$ cat src/rtl/uart_tx_arbiter.sv
// uart_tx_arbiter: round-robin scheduler sharing one uart transmitter among
// NREQ byte sources. Grants one requester, loads its byte, holds tx_enable for
// the frame, acks on completion (or watchdog expiry), then idles GAP_CYCLES.
module uart_tx_arbiter #(
  parameter int unsigned NREQ       = 4,
  parameter int unsigned GAP_CYCLES = 1,
  parameter int unsigned WDOG       = 15,
  localparam int unsigned IDXW      = $clog2(NREQ)
) (
  input  logic              txclk,
  input  logic              reset,
  input  logic [NREQ-1:0]   req,
  input  logic [NREQ*8-1:0] req_data,
  output logic [NREQ-1:0]   ack,
  output logic              err,
  output logic              busy,
  output logic [IDXW-1:0]   grant_idx,
  output logic              ld_tx_data,
  output logic [7:0]        tx_data,
  output logic              tx_enable,
  input  logic              tx_empty
);

  localparam int unsigned WDW = $clog2(WDOG + 1);
  localparam int unsigned GW  = 4;

  typedef enum logic [2:0] {
    IDLE,
    LOAD,
    WAIT_BUSY,
    SEND,
    GAP
  } state_t;

  state_t            state_q, state_d;
  logic [IDXW-1:0]   ptr_q, ptr_d;
  logic [IDXW-1:0]   grant_idx_q, grant_idx_d;
  logic [7:0]        tx_data_q, tx_data_d;
  logic              ld_q, ld_d;
  logic              tx_en_q, tx_en_d;
  logic [NREQ-1:0]   ack_q, ack_d;
  logic              err_q, err_d;
  logic              busy_q, busy_d;
  logic [WDW-1:0]    wdog_q, wdog_d;
  logic [GW-1:0]     gap_q, gap_d;

  logic [7:0]        req_bytes [NREQ];
  logic [NREQ-1:0]   cand;
  logic              pick_ok;
  logic [IDXW-1:0]   pick_idx;
  logic              frame_end;
  logic              wdog_hit;

  // Unpack the flat byte bus into one byte per requester
  for (genvar g = 0; g < NREQ; g++) begin : g_bytes
    assign req_bytes[g] = req_data[8*g +: 8];
  end

  // Round-robin pick: first candidate after ptr, wrapping; a requester whose
  // ack is still high is masked so a late req drop cannot re-win.
  // Scanning from the farthest position down lets the nearest one win last.
  always_comb begin
    int unsigned pos;
    cand     = req & ~ack_q;
    pick_ok  = 1'b0;
    pick_idx = '0;
    pos      = 0;
    for (int unsigned k = NREQ; k >= 1; k--) begin
      pos = 32'(ptr_q) + k;
      if (pos >= NREQ) pos = pos - NREQ;
      if (cand[IDXW'(pos)]) begin
        pick_ok  = 1'b1;
        pick_idx = IDXW'(pos);
      end
    end
  end

  // Next-state and next-output logic for the frame sequencer
  always_comb begin
    state_d     = state_q;
    ptr_d       = ptr_q;
    grant_idx_d = grant_idx_q;
    tx_data_d   = tx_data_q;
    ld_d        = 1'b0;
    tx_en_d     = tx_en_q;
    ack_d       = '0;
    err_d       = 1'b0;
    wdog_d      = wdog_q;
    gap_d       = gap_q;
    frame_end   = 1'b0;
    wdog_hit    = 1'b0;

    case (state_q)
      IDLE: begin
        if (tx_empty && pick_ok) begin
          ptr_d       = pick_idx;
          grant_idx_d = pick_idx;
          tx_data_d   = req_bytes[pick_idx];
          ld_d        = 1'b1;
          tx_en_d     = 1'b1;
          state_d     = LOAD;
        end
      end
      LOAD: begin
        tx_en_d = 1'b1;
        wdog_d  = '0;
        state_d = WAIT_BUSY;
      end
      // wdog holds the cycles elapsed since LOAD minus one, so the limit is
      // detected one count early to end the frame exactly WDOG cycles after LOAD
      WAIT_BUSY: begin
        wdog_d = wdog_q + 1'b1;
        if (wdog_q == WDW'(WDOG - 1)) begin
          wdog_hit = 1'b1;
        end else if (!tx_empty) begin
          state_d = SEND;
        end
      end
      SEND: begin
        wdog_d = wdog_q + 1'b1;
        if (tx_empty) begin
          frame_end = 1'b1;
        end else if (wdog_q == WDW'(WDOG - 1)) begin
          wdog_hit = 1'b1;
        end
      end
      GAP: begin
        if (gap_q == GW'(GAP_CYCLES - 1)) begin
          state_d = IDLE;
        end else begin
          gap_d = gap_q + 1'b1;
        end
      end
      default: begin
        state_d = IDLE;
      end
    endcase

    // Completion and watchdog expiry share the same frame teardown
    if (frame_end || wdog_hit) begin
      ack_d[grant_idx_q] = 1'b1;
      err_d              = wdog_hit;
      tx_en_d            = 1'b0;
      gap_d              = '0;
      state_d            = (GAP_CYCLES == 0) ? IDLE : GAP;
    end

    busy_d = (state_d != IDLE);
  end

  // State and output registers; reset drops any frame in flight
  always_ff @(posedge txclk or posedge reset) begin
    if (reset) begin
      state_q     <= IDLE;
      ptr_q       <= IDXW'(NREQ - 1);
      grant_idx_q <= '0;
      tx_data_q   <= '0;
      ld_q        <= 1'b0;
      tx_en_q     <= 1'b0;
      ack_q       <= '0;
      err_q       <= 1'b0;
      busy_q      <= 1'b0;
      wdog_q      <= '0;
      gap_q       <= '0;
    end else begin
      state_q     <= state_d;
      ptr_q       <= ptr_d;
      grant_idx_q <= grant_idx_d;
      tx_data_q   <= tx_data_d;
      ld_q        <= ld_d;
      tx_en_q     <= tx_en_d;
      ack_q       <= ack_d;
      err_q       <= err_d;
      busy_q      <= busy_d;
      wdog_q      <= wdog_d;
      gap_q       <= gap_d;
    end
  end

  assign ack        = ack_q;
  assign err        = err_q;
  assign busy       = busy_q;
  assign grant_idx  = grant_idx_q;
  assign ld_tx_data = ld_q;
  assign tx_data    = tx_data_q;
  assign tx_enable  = tx_en_q;

endmodule
$ cat config.mk
export PLATFORM = sky130hd
export DESIGN_NAME = uart_tx_arbiter
export DESIGN_NICKNAME = d
export VERILOG_FILES = /design/src/rtl/uart_tx_arbiter.sv
export SDC_FILE = /design/constraint.sdc
export NUM_CORES = 1
export LEC_CHECK = 0
export BUFFER_PORTS_ARGS = -buffer_cell sky130_fd_sc_hd__buf_2
export CAP_MARGIN = 20
export CORE_UTILIZATION = 54
export DETAILED_ROUTE_END_ITERATION = 8
export PLACE_DENSITY = 0.95
export SLEW_MARGIN = 10
export SYNTH_ARGS = -nofsm -noshare
export SYNTH_HDL_FRONTEND = slang
export SYNTH_SLANG_ARGS = --single-unit
$ cat constraint.sdc
create_clock -name txclk -period 4.6 [get_ports txclk]
set_input_delay 0.69 -clock txclk [delete_from_list [all_inputs] [get_ports txclk]]
set_output_delay 0.69 -clock txclk [all_outputs]
set_load 0.01 [all_outputs]
==> results.py, run 1 <==
metrics = {
    "outcome": {
        "status": "completed",
    },
    "sta": {
        "final-setup-viol-count": 0,
        "fin_max_slew_vios": 0,
        "max_slew.worst_pin.slew_ns": 0.597,
        "fmax_mhz": 465,
        "final.min_clock_period_ns": 2.15,
        "setup_repair_after_global_routing_missed_its_margin": "false",
        "timing.slew.headroom": 0.601,
        "hold_slack_ns": 0.419,
        "final-hold-violation-count": 0,
        "timing.clock.skew_ns": 0.00903,
        "period_share": 0.468,
        "worst_slack_ns": 2.45,
        "setup_tns_ns": 0,
    },
    "yosys": {
        "yosys.area.top_type_share": 0.404,
        "synth_seq_area_share": 0.433,
        "synth_area_per_cell_um2": 10.5,
        "synth-edff-count": 0,
        "yosysMostFrequentCell": "dfrtp_1",
        "syn-instance-count": 171,
        "asyncSetResetFlopFracSynth": 1.00,
        "ys_dominant_reg_cell": "dfrtp_1",
        "synth_fp_nets": 214,
        "ys_ff_latch": 31,
        "synthDominantAreaCellType": "dfrtp_1",
        "post_synth_num_cell_types": 42,
        "yosys-top-cells-area": "dfrtp_1, a311oi_1, a21boi_1",
        "post_synth_instance_area_um2": 1800,
        "ys.warnings.count": 0,
        "netlist_top_cells_count": "dfrtp_1, nand2_1, a311oi_1, nor2_1, a21boi_1",
    },
    "clock_network": {
        "h-tree-depth": 2,
        "cts_resized": 0,
        "cts_num_sinks": 31,
        "worst_skew_pair_latency_ns": 0.33,
        "worst_setup_hold_path_clk_slew_ns": 0.09,
        "root_buffer": "clkbuf_4",
        "postCtsSetupBuffers": 0,
        "tritoncts.num_buffers": 5,
        "cts_tree": "done",
        "cts.hold.buffers_added": 0,
        "clk_path_buf_depth": 2,
    },
    "detailed_routing": {
        "route.detailed.drc": 0,
        "detailroute.via_count": 1509,
        "first_pass_iters": 4,
        "route.detailed.wl_per_inst_um": 13.3,
        "detailedRoute.firstIterationViolations": 71,
        "drt-total-wl_um": 3640,
        "postRouteAntennaNets": 0,
        "routed_via_density": 5.53,
    },
    "grt": {
        "pin_count_of_the_biggest_net_entering_global_routing": 34,
        "grt.overflow.total": 0,
        "wire_length_of_the_first_global_routing_pass_um": 5600,
        "number_of_global_route_vias_before_repair": 1302,
        "antenna_violations_before_repair": 0,
        "grtUsageTotal": 0.215,
    },
    "floorplan": {
        "fp.dieW_um": 59.7,
        "dieHeight_um": 59.7,
        "core_area_um2": 3100,
        "io-pin-count": 57,
        "initial_utilization": 0.579,
        "fp.dieArea_um2": 3560,
        "rows": 20,
    },
    "setup_path": {
        "critical_path.startpoint_type": "input port",
        "crit_fanout": 20,
        "cpMaxStageDelayCell": "a2bb2oi_2",
        "slowest_delay_ns": 0.51,
        "crit_path_cells": "buf_2, nor2b_2, a2bb2oi_2, buf_6, a21boi_0, a311oi_1, o31ai_1",
        "critical_path_required_ns": 4.80,
        "endpoint_kind": "flip-flop",
        "cp_top_family": "compound AO/OA/AOI/OAI gates",
        "worst-setup-path-type": "in -> reg",
        "cp.arrival_ns": 2.35,
        "timing.critical_path.buf_inv": 2,
    },
    "placement": {
        "dp_hpwl_um": 2610,
        "worst_setup_slack_before_clock_tree_synthesis_ns": 1.79,
        "dpl.cell_count": 263,
        "gp_routability_congestion": 0.777,
        "io_buffer_count": 56,
    },
    "final_layout": {
        "fin_cells": 273,
        "syn_to_final_growth_pct": 19.4,
        "final_core_utilization": 0.691,
        "fill_cells": 262,
        "drive_gt1_frac": 0.362,
        "antenna_cells": 0,
        "nNetsFinal": 271,
    },
    "power": {
        "pwr_density_nw_per_um2": 527,
        "max-vdd-ir-drop_mv": 0.280,
        "power.leakage_nw": 1.07,
    },
    "hold_path": {
        "hp-class": "in -> async",
    },
    "flow_run": {
        "timing.max_cap.violations": 0,
    },
}
cells by family after synthesis:
| family | Yosys count | share of synthesized area |
|---|---|---|
| AOI/OAI and AO/OA | 59 | 0.288 |
| muxes | 2 | 0.0118 |
| and+or+nand+nor | 53 | 0.164 |
| adders and majority gates | 4 | 0.0279 |
| buffers and inverters | 19 | 0.0599 |
| xor gates and xnor gates | 3 | 0.0146 |
| DFF | 31 | 0.433 |
worst min-delay path, delay by kind of cell:
| family | cells | cell delay, ns |
|---|---|---|
| buf+inv | 3 | 0.46 |
cells in the final DEF, fill, tap and decap left out, types with 2 or more instances in the layout:
| master | instances |
|---|---|
| buf_2 | 56 |
| o21ai_0 | 2 |
| inv_1 | 10 |
| nand3_1 | 4 |
| a311oi_1 | 16 |
| o31ai_1 | 8 |
| nor2b_4 | 3 |
| nor2_1 | 15 |
| o21ai_1 | 2 |
| nor3b_1 | 2 |
| nand2_1 | 19 |
| clkbuf_4 | 5 |
| dfstp_2 | 2 |
| a21oi_1 | 4 |
| nand2b_1 | 2 |
| xor2_1 | 2 |
| a21boi_1 | 13 |
| a22o_1 | 2 |
| clkbuf_1 | 3 |
| dfrtp_1 | 29 |
| a21boi_0 | 3 |
| ha_1 | 4 |
| or2_2 | 2 |
final timing paths:
check / from / to / slack (ns) / cells after the start
max: req[3] / tx_data[4] / 2.45 / 7
min: reset / ld_tx_data / 0.42 / 3
max reg2reg: ack[3] / tx_data[4] / 2.50 / 6
min reg2reg: tx_data[7] / tx_data[7] / 0.48 / 2
max in group asynchronous: reset / ptr_q[1] / 3.86 / 3
min in group txclk: tx_data[7] / tx_data[7] / 0.48 / 2
flip-flops by register name, summed over array words and instances, names as in the netlist:
signal,cells
tx_data,8
busy,1
state_q,3
gap_q,4
ld_tx_data,1
ack,4
err,1
ptr_q,2
tx_enable,1
wdog_q,4
grant_idx,2
layer usage:
layer	part of all wire	track usage	up-vias	routed length (um)
li1	-	-	750	-
met1	0.45	0.283	706	1660
met2	0.48	0.314	45	1740
met3	0.044	0.0476	8	160
met4	0.022	0.150	0	81
met5	0	0	-	0
cell type report:
type                       count  area (um2)  area share
multi-input combinational    121         911       0.425
clock buffer                   8        48.8      0.0228
timing repair buffer          59         314       0.146
tap                           44        55.1      0.0257
sequential                    31         778       0.363
inverter                      10        37.5      0.0175
report_power, final:
group | internal (mW) | leakage [nW] | switching, mW
sequential | 0.371 | 0.392 | 0.0835
combinational | 0.229 | 0.653 | 0.301
clock | 0.0608 | 0.0265 | 0.0855
total | 0.661 | 1.07 | 0.470
through the flow:
| stage | power (mW) | instance area (um2) |
|---|---|---|
| 6_report | 1.13 | 2140 |
| 5_1_grt | 1.23 | 2140 |
| 4_1_cts | 1.12 | 2120 |
| 3_5_place_dp | 0.973 | 2070 |
| 3_3_place_gp | 0.948 | 2070 |
| 2_1_floorplan | 0.850 | 1800 |
(Power assumes the default switching activity.)
==> run 2, diff against run 1 <==
ABC_AREA = 1   (was unset)
CORE_UTILIZATION = 52   (was 54)
PLACE_DENSITY = 0.91   (was 0.95)
clock period = 2.11 ns   (was 4.6 ns; I/O delays follow)
==> run 2 against run 1 <==
- utilization up 1.6 points
- power rose to 3.5 times the previous value
- synthesized cell count up 61%
- critical path type is now reg -> reg
==> results.py, run 2 <==
metrics = {
    "detailed_routing": {
        "routed_via_density": 5.16,
        "route.detailed.drc": 0,
        "drt-total-wl_um": 4690,
        "postRouteAntennaNets": 0,
        "detailedRoute.firstIterationViolations": 153,
        "first_pass_iters": 4,
        "route.detailed.wl_per_inst_um": 12.1,
        "detailroute.via_count": 1997,
    },
    "yosys": {
        "synth-edff-count": 0,
        "synth_fp_nets": 319,
        "synth_area_per_cell_um2": 7.13,
        "ys.warnings.count": 0,
        "synthDominantAreaCellType": "dfrtp_1",
        "post_synth_num_cell_types": 30,
        "yosys-top-cells-area": "dfrtp_1, nand2_1, nand3_1",
        "yosysMostFrequentCell": "nand2_1",
        "asyncSetResetFlopFracSynth": 1.00,
        "yosys.area.top_type_share": 0.369,
        "ys_dominant_reg_cell": "dfrtp_1",
        "netlist_top_cells_count": "nand2_1, inv_1, nand3_1, dfrtp_1",
        "post_synth_instance_area_um2": 1970,
        "synth_seq_area_share": 0.395,
        "ys_ff_latch": 31,
        "syn-instance-count": 276,
    },
    "final_layout": {
        "commonest_cells_after_routing_fill_and_taps_aside": "nand2_1, inv_1, buf_2, nand3_1, dfrtp_1",
        "antenna_cells": 0,
        "nNetsFinal": 383,
        "largest_register_ff_count": 8,
        "syn_to_final_growth_pct": 24.5,
        "layout_commonest_cell": "nand2_1",
        "drive_gt1_frac": 0.279,
        "fill_cells": 290,
        "final_core_utilization": 0.707,
    },
    "setup_path": {
        "crit_path_cells": "inv_6, nand3_2, nand2_2, inv_2, nand3_1, o31ai_1, nor2_2, inv_1, nand2_1, nand2_1",
        "cp.arrival_ns": 2.18,
        "cpMaxStageDelayCell": "dfstp_2",
        "reg2reg_setup_slack_ns": 0.15,
        "endpoint_kind": "flip-flop",
        "most_used_cell_cp": "nand2_1",
        "critical_path.startpoint_type": "flip-flop",
        "reg_to_reg_start": "ptr_q[0]",
        "worst-setup-path-type": "reg -> reg",
        "critical_path_required_ns": 2.33,
        "slowest_delay_ns": 0.65,
        "reg2reg_to": "tx_data[3]",
        "crit_fanout": 11,
        "reg2reg_depth": 10,
    },
    "floorplan": {
        "io-pin-count": 57,
        "initial_utilization": 0.567,
        "fp.dieW_um": 63.5,
        "core_area_um2": 3470,
        "rows": 21,
        "dieHeight_um": 63.5,
        "fp.dieArea_um2": 4030,
    },
    "power": {
        "max-vdd-ir-drop_mv": 0.903,
        "power.leakage_nw": 1.47,
        "design_power_total_mw": 3.99,
        "pwr_density_nw_per_um2": 1630,
    },
    "sta": {
        "max_slew.worst_pin.slew_ns": 0.376,
        "fmax_mhz": 510,
        "hold_slack_ns": 0.0859,
        "final.min_clock_period_ns": 1.96,
        "final-setup-viol-count": 0,
        "final-hold-violation-count": 0,
        "setup_tns_ns": 0,
        "period_share": 0.929,
        "timing.clock.skew_ns": 0.00683,
        "timing.slew.headroom": 0.749,
        "fin_max_slew_vios": 0,
    },
    "grt": {
        "number_of_global_route_vias_before_repair": 1735,
        "wire_length_of_the_first_global_routing_pass_um": 7330,
        "grt.overflow.total": 0,
        "antenna_violations_before_repair": 0,
        "pin_count_of_the_biggest_net_entering_global_routing": 32,
        "grtUsageTotal": 0.230,
    },
    "clock_network": {
        "cts_tree": "done",
        "cts.hold.buffers_added": 0,
        "cts_num_sinks": 31,
        "h-tree-depth": 2,
        "clk_path_buf_depth": 2,
        "worst_skew_pair_latency_ns": 0.28,
        "worst_setup_hold_path_clk_slew_ns": 0.07,
        "root_buffer": "clkbuf_8",
        "tritoncts.num_buffers": 5,
    },
    "placement": {
        "dp_hpwl_um": 3370,
        "io_buffer_count": 56,
        "gp_routability_congestion": 0.867,
    },
    "outcome": {
        "status": "completed",
    },
    "flow_run": {
        "timing.max_cap.violations": 0,
    },
    "hold_path": {
        "hp-class": "in -> async",
    },
}
[run 2: critical path: cells and delay by family (launching register included)]
family          cells  cell delay (ns)
flops               1             0.65
simple gates        6             0.50
buf+inv             3             0.43
compound gates      1             0.31
[run 2: per-layer routing]
metal / vias to the layer above / part of all wire / track usage / routed length, um
met5: - / 0 / 0 / 0
met4: 0 / 0.015 / 0.0710 / 70
met3: 10 / 0.057 / 0.0489 / 268
met2: 68 / 0.50 / 0.388 / 2350
met1: 932 / 0.43 / 0.293 / 2000
li1: 987 / - / - / -
[run 2: logic make-up (layout without fill, tap and decap cells)]
family,count (synthesis),count (layout),share of synthesized area
AND/OR/NAND/NOR,152,153,0.365
AO/OA/AOI/OAI,19,19,0.0566
XOR/XNOR,2,2,0.0127
buffers and inverters,68,132,0.145
flip-flops,31,31,0.395
adder cells (fa/ha/maj),4,4,0.0254
[run 2: worst max path at each step]
stage	start	endpoint	slack, ns	cells after the start
final	ptr_q[0]	tx_data[3]	0.15	10
after global routing	ptr_q[0]	tx_data[3]	-0.01	10
after CTS	ptr_q[0]	tx_data[7]	0.09	13
after detailed placement	ptr_q[0]	tx_data[7]	0.11	13
after global placement	ptr_q[0]	tx_data[6]	0.18	11
after floorplan	ptr_q[0]	tx_data[0]	0.41	15
[run 2: final cells by class]
class / count / area, um2 / area share
Clock inverter: 1 / 5.00 / 0.00204
Tap cell: 46 / 57.6 / 0.0235
Inverter: 63 / 246 / 0.101
Sequential cell: 31 / 778 / 0.318
Clock buffer: 7 / 86.3 / 0.0352
Timing Repair Buffer: 61 / 318 / 0.130
Multi-Input combinational cell: 178 / 960 / 0.392
[run 2: stage by stage]
step	cell area, um2	cells	setup WS [ns]
5_1_grt	2450	387	-0.0137
3_5_place_dp	2280	376	0.106
3_3_place_gp	2280	376	0.176
4_1_cts	2380	384	0.0915
2_1_floorplan	1970	276	0.413
6_report	2450	387	0.149
[run 2: timing repair]
action | 4_1_cts | 5_1_grt
endpoints found under the setup margin | 0 | 8
resized for setup | 0 | 10
endpoints found under the hold margin | 0 | 0
setup buffers | 0 | 2
[run 2: power breakdown]
part / internal (mW) / total (mW) / switching [mW]
Clock: 0.263 / 0.477 / 0.214
Sequential: 0.818 / 1.00 / 0.181
Combinational: 0.881 / 2.52 / 1.63
